<file path="src/rtl/pixel_fifo_stage.sv">
// Framed pixel FIFO: first-word fall-through queue with sop/eop frame checker.
// Define PIXEL_FIFO_WATERMARK_EN to add the max_level peak-occupancy output.
module pixel_fifo_stage #(
  parameter int DATA_W       = 12,
  parameter int DEPTH        = 8,
  parameter int FRAME_PIXELS = 307200
) (
  input  logic                     clk,
  input  logic                     reset,
  input  logic [DATA_W-1:0]        data_in,
  input  logic                     sop_in,
  input  logic                     eop_in,
  input  logic                     valid_in,
  output logic                     ready_out,
  output logic [DATA_W-1:0]        data_out,
  output logic                     sop_out,
  output logic                     eop_out,
  output logic                     valid_out,
  input  logic                     ready_in,
  output logic [$clog2(DEPTH):0]   level,
  output logic                     frame_err,
`ifdef PIXEL_FIFO_WATERMARK_EN
  output logic [$clog2(DEPTH):0]   max_level,
`endif
  input  logic                     clear_err
);

  localparam int AW = $clog2(DEPTH);
  localparam int LW = AW + 1;
  localparam int CW = $clog2(FRAME_PIXELS + 1);
  localparam int EW = DATA_W + 2;
  localparam logic [LW-1:0] FULL = LW'(DEPTH);
  localparam logic [CW-1:0] NPIX = CW'(FRAME_PIXELS);
  localparam logic [CW-1:0] NPIX_M1 = CW'(FRAME_PIXELS - 1);
  localparam logic SOLO_ERR = (FRAME_PIXELS != 1);

  typedef enum logic {SEEK, FRAME} state_e;

  logic [EW-1:0] mem_q [DEPTH];
  logic [AW-1:0] wr_ptr_q, wr_ptr_d;
  logic [AW-1:0] rd_ptr_q, rd_ptr_d;
  logic [LW-1:0] level_q, level_d;
  logic [CW-1:0] cnt_q, cnt_d;
  state_e        state_q, state_d;
  logic          err_q, err_d;
  logic          acc, push, pop, err_set, sat;
  logic [EW-1:0] head;

  // ready_out looks only at occupancy, never at ready_in
  assign ready_out = (level_q != FULL);
  assign valid_out = (level_q != '0);
  assign head      = mem_q[rd_ptr_q];
  assign data_out  = valid_out ? head[DATA_W-1:0] : '0;
  assign sop_out   = valid_out & head[DATA_W+1];
  assign eop_out   = valid_out & head[DATA_W];
  assign level     = level_q;
  assign frame_err = err_q;

  assign acc = valid_in & ready_out;
  assign pop = valid_out & ready_in;
  assign sat = (cnt_q == NPIX);

  always_comb begin
    state_d = state_q;
    cnt_d   = cnt_q;
    push    = 1'b0;
    err_set = 1'b0;
    if (acc) begin
      unique case (state_q)
        SEEK: begin
          if (sop_in) begin
            push    = 1'b1;
            cnt_d   = CW'(1);
            state_d = eop_in ? SEEK : FRAME;
            err_set = eop_in & SOLO_ERR;
          end
        end
        FRAME: begin
          push = 1'b1;
          if (sop_in) begin
            cnt_d   = CW'(1);
            err_set = 1'b1;
            state_d = eop_in ? SEEK : FRAME;
          end else begin
            cnt_d = sat ? cnt_q : cnt_q + CW'(1);
            if (eop_in) begin
              state_d = SEEK;
              err_set = (cnt_q != NPIX_M1);
            end else begin
              err_set = sat;
            end
          end
        end
        default: state_d = SEEK;
      endcase
    end
    err_d    = err_set ? 1'b1 : (clear_err ? 1'b0 : err_q);
    wr_ptr_d = wr_ptr_q + AW'(push);
    rd_ptr_d = rd_ptr_q + AW'(pop);
    level_d  = level_q + LW'(push) - LW'(pop);
  end

  always_ff @(posedge clk or negedge reset) begin
    if (!reset) begin
      wr_ptr_q <= '0;
      rd_ptr_q <= '0;
      level_q  <= '0;
      cnt_q    <= '0;
      state_q  <= SEEK;
      err_q    <= 1'b0;
    end else begin
      wr_ptr_q <= wr_ptr_d;
      rd_ptr_q <= rd_ptr_d;
      level_q  <= level_d;
      cnt_q    <= cnt_d;
      state_q  <= state_d;
      err_q    <= err_d;
    end
  end

  // storage needs no reset; outputs are gated by occupancy
  always_ff @(posedge clk) begin
    if (push) mem_q[wr_ptr_q] <= {sop_in, eop_in, data_in};
  end

`ifdef PIXEL_FIFO_WATERMARK_EN
  logic [LW-1:0] max_q, max_d;

  always_comb begin
    max_d = max_q;
    if (clear_err)             max_d = '0;
    else if (level_q > max_q)  max_d = level_q;
  end

  always_ff @(posedge clk or negedge reset) begin
    if (!reset) max_q <= '0;
    else        max_q <= max_d;
  end

  assign max_level = max_q;
`endif

endmodule

</file>
<file path="config.mk">
export PLATFORM = sky130hd
export DESIGN_NAME = pixel_fifo_stage
export DESIGN_NICKNAME = d
export VERILOG_FILES = /design/src/rtl/pixel_fifo_stage.sv
export SDC_FILE = /design/constraint.sdc
export NUM_CORES = 1
export LEC_CHECK = 0
export CORE_ASPECT_RATIO = 0.9
export CORE_UTILIZATION = 25
export CTS_CLUSTER_DIAMETER = 30
export DETAILED_ROUTE_END_ITERATION = 10
export GPL_ROUTABILITY_DRIVEN = 1
export PLACE_DENSITY = 0.42
export RECOVER_POWER = 25
export SLEW_MARGIN = 15
export SYNTH_ARGS = -nofsm -noshare
export SYNTH_HDL_FRONTEND = slang
export SYNTH_SLANG_ARGS = --single-unit
</file>
<file path="constraint.sdc">
create_clock -name clk -period 5 [get_ports clk]
set_input_delay 1 -clock clk [delete_from_list [all_inputs] [get_ports clk]]
set_output_delay 1 -clock clk [all_outputs]
set_load 0.05 [all_outputs]
</file>
==> metrics.cfg <==
[sta]
post-route-period-util_pct=78.6
drv_slew=32
period_needed_ns=3.93
setup_viol=0
holdWs_ns=0.542
tightest_slew_ns=1.88
fmax_mhz=254
clock_skew_ns=0.0107
finalSetupTns_ns=0
max_slew_margin_pct=-25.2
grt_setup_unrepaired=no
final_hold_viol_count=0
setup_ws_ns=1.07

[finish]
area_growth_pct=22.5
final_layout_size_suffix_gt1_share_pct=21.6
postLayoutCellArea_um2=7570
finalNonFillerCells=752
antenna_cells=0
fillers=2342
post-route-util_pct=31.2
nNetsFinal=463
final-seq-area_um2=4140
multi_input_area_um2=1900

[yosys]
synth.area.top_cells=edfxtp_1 54%, dfrtp_1 13%, mux4_2 10%
synth-seq-cells=143
yosysMostFrequentCell=edfxtp_1
synthCells=377
ys_warn_count=0
syn_area_um2=6180
ys_async_sr_fraction_pct=21.7
synth_edf_count=112
syn_avg_cell_area_um2=16.4
synth_cell_types=49
synth_top_area_share_pct=54.4
ys.flop_type=edfxtp_1
yosysSeqAreaShare_pct=67.0
synth_area_leader_cell=edfxtp_1
netlist_top_cells_count=112 x edfxtp_1, 31 x dfrtp_1, 30 x nor2_1
syn_nets=409

[critical_path]
criticalPathCategory=flip-flop to output pin
r2r-start=level[2]
cp_max_fo=15
cp-start-kind=flip-flop
r2r_cells=10
cp-end-kind=output pin
r2r_slack_ns=2.16
rr_endpoint=mem_q[3][0]
cp_data_arrival_time_ns=2.93
required_ns=4.00

[detailed_routing]
drt_pre_antenna_iters=4
wl_met3_um=311
drt-met1-wl_mm=6.28
routed.top_layer=met4
routed_wl_mm=13.0
antenna_left=0
wl_met2_mm=6.25
wl_per_cell_um=17.3
via_per_inst=4.49
drc=0
vias=3375
drt_iter0_markers=207

[pwr]
power_mw=4.42
p_per_area_nw_per_um2=584
p_leak_nw=2.65
vdd_drop_max_mv=0.274

[placement]
placed_cell_area_um2=7000
dp_hpwl_mm=8.60
pre_cts_slack_ns=1.35
dp_cells=720
port_buffers=39
place_congestion=0.708

[clock_tree]
clkSinkCount=143
clk_latency_ns=0.41
clk_path_buf_depth=2
cts_tree=done
cts_buffers=17
path_clk_slew_ns=0.06
cts_max_level=4
cts-hold-fix-buffers=0
root_buffer=clkbuf_16
cts_resized=0
cts_setup_buffers=0

[grt]
grt_antenna_before_repair=0
grt_remaining_overflow=0
grt_usage_pct=11.0
grt_max_degree=32
grt_pass1_wl_mm=20.8
grt_pass1_vias=3616

[outcome]
outcome=finished with violations
failed_checks=max-capacitance violations, max-slew violations

[hold_path]
hold-path-endpoint=frame_err
whs_path_depth=2
hold_path.startpoint=frame_err
hold_class=flip-flop to flip-flop

[die]
dieWidth_um=168
io_pins=40
fp.dieH_um=151
start_util_pct=25.5
rows=54
dieArea_um2=25300
coreArea_um2=24300

[flow_run]
maxCapViolCount=1

==> metal layers <==
| layer | track usage, % | vias to the layer above |
|---|---|---|
| met2 | 18.0 | 38 |
| met5 | 0 | - |
| met1 | 14.4 | 1748 |
| met4 | 4.13 | 0 |
| met3 | 2.40 | 10 |
| li1 | - | 1579 |
==> logic make-up after synthesis <==
kind of cell               share of synthesized area, %
muxes                                              12.5
adders and majority gates                          2.75
xor gates and xnor gates                          0.567
DFF                                                67.0
buffers and inverters                              2.88
AOI/OAI and AO/OA                                  5.87
and+or+nand+nor                                    8.45
==> cell usage in the layout (no fill, tap or decap), types with 8 or more instances in the layout <==
master	n
nand2_1	14
dfrtp_1	29
o21ai_0	14
clkbuf_16	17
clkdlybuf4s50_1	32
inv_1	18
buf_4	13
nor2_1	30
ha_1	12
mux2i_1	14
mux4_2	28
o21ai_2	8
edfxtp_1	112
==> sequential cells by signal, indices dropped and copies added, names as in the netlist <==
signal     count
cnt_q         19
frame_err      1
level          4
mem_q        112
rd_ptr_q       3
state_q        1
wr_ptr_q       3
==> power breakdown <==
part	switching, mW	internal [mW]
sequential	0.212	1.45
combinational	0.884	0.638
clock	0.463	0.773
==> critical path, cell delays in order (launching register included) <==
cell	delay, ns
dfrtp_2	0.69
buf_4	0.31
mux4_2	0.53
mux2i_1	0.20
nor2_1	0.06
clkdlybuf4s50_1	0.72
==> layout make-up <==
type                       instances  area share [%]
clock buffer                      18            5.67
clock inverter                    14            1.97
inverter                          18           0.893
multi-input combinational        197            25.1
sequential                       143            54.7
tap                              308            5.09
timing repair buffer              54            6.55
==> worst max-delay path by stage <==
| stage | start | endpoint | depth (start not counted) |
|---|---|---|---|
| 5_1_grt | rd_ptr_q[0] | data_out[9] | 5 |
| 2_1_floorplan | level[2] | mem_q[2][0] | 7 |
| 3_3_place_gp | valid_in | mem_q[3][0] | 9 |
| 3_5_place_dp | sop_in | mem_q[3][0] | 8 |
| 4_1_cts | rd_ptr_q[0] | data_out[9] | 5 |
| 6_report | rd_ptr_q[0] | data_out[9] | 5 |
Note: power is estimated with default switching activity, not from simulation.
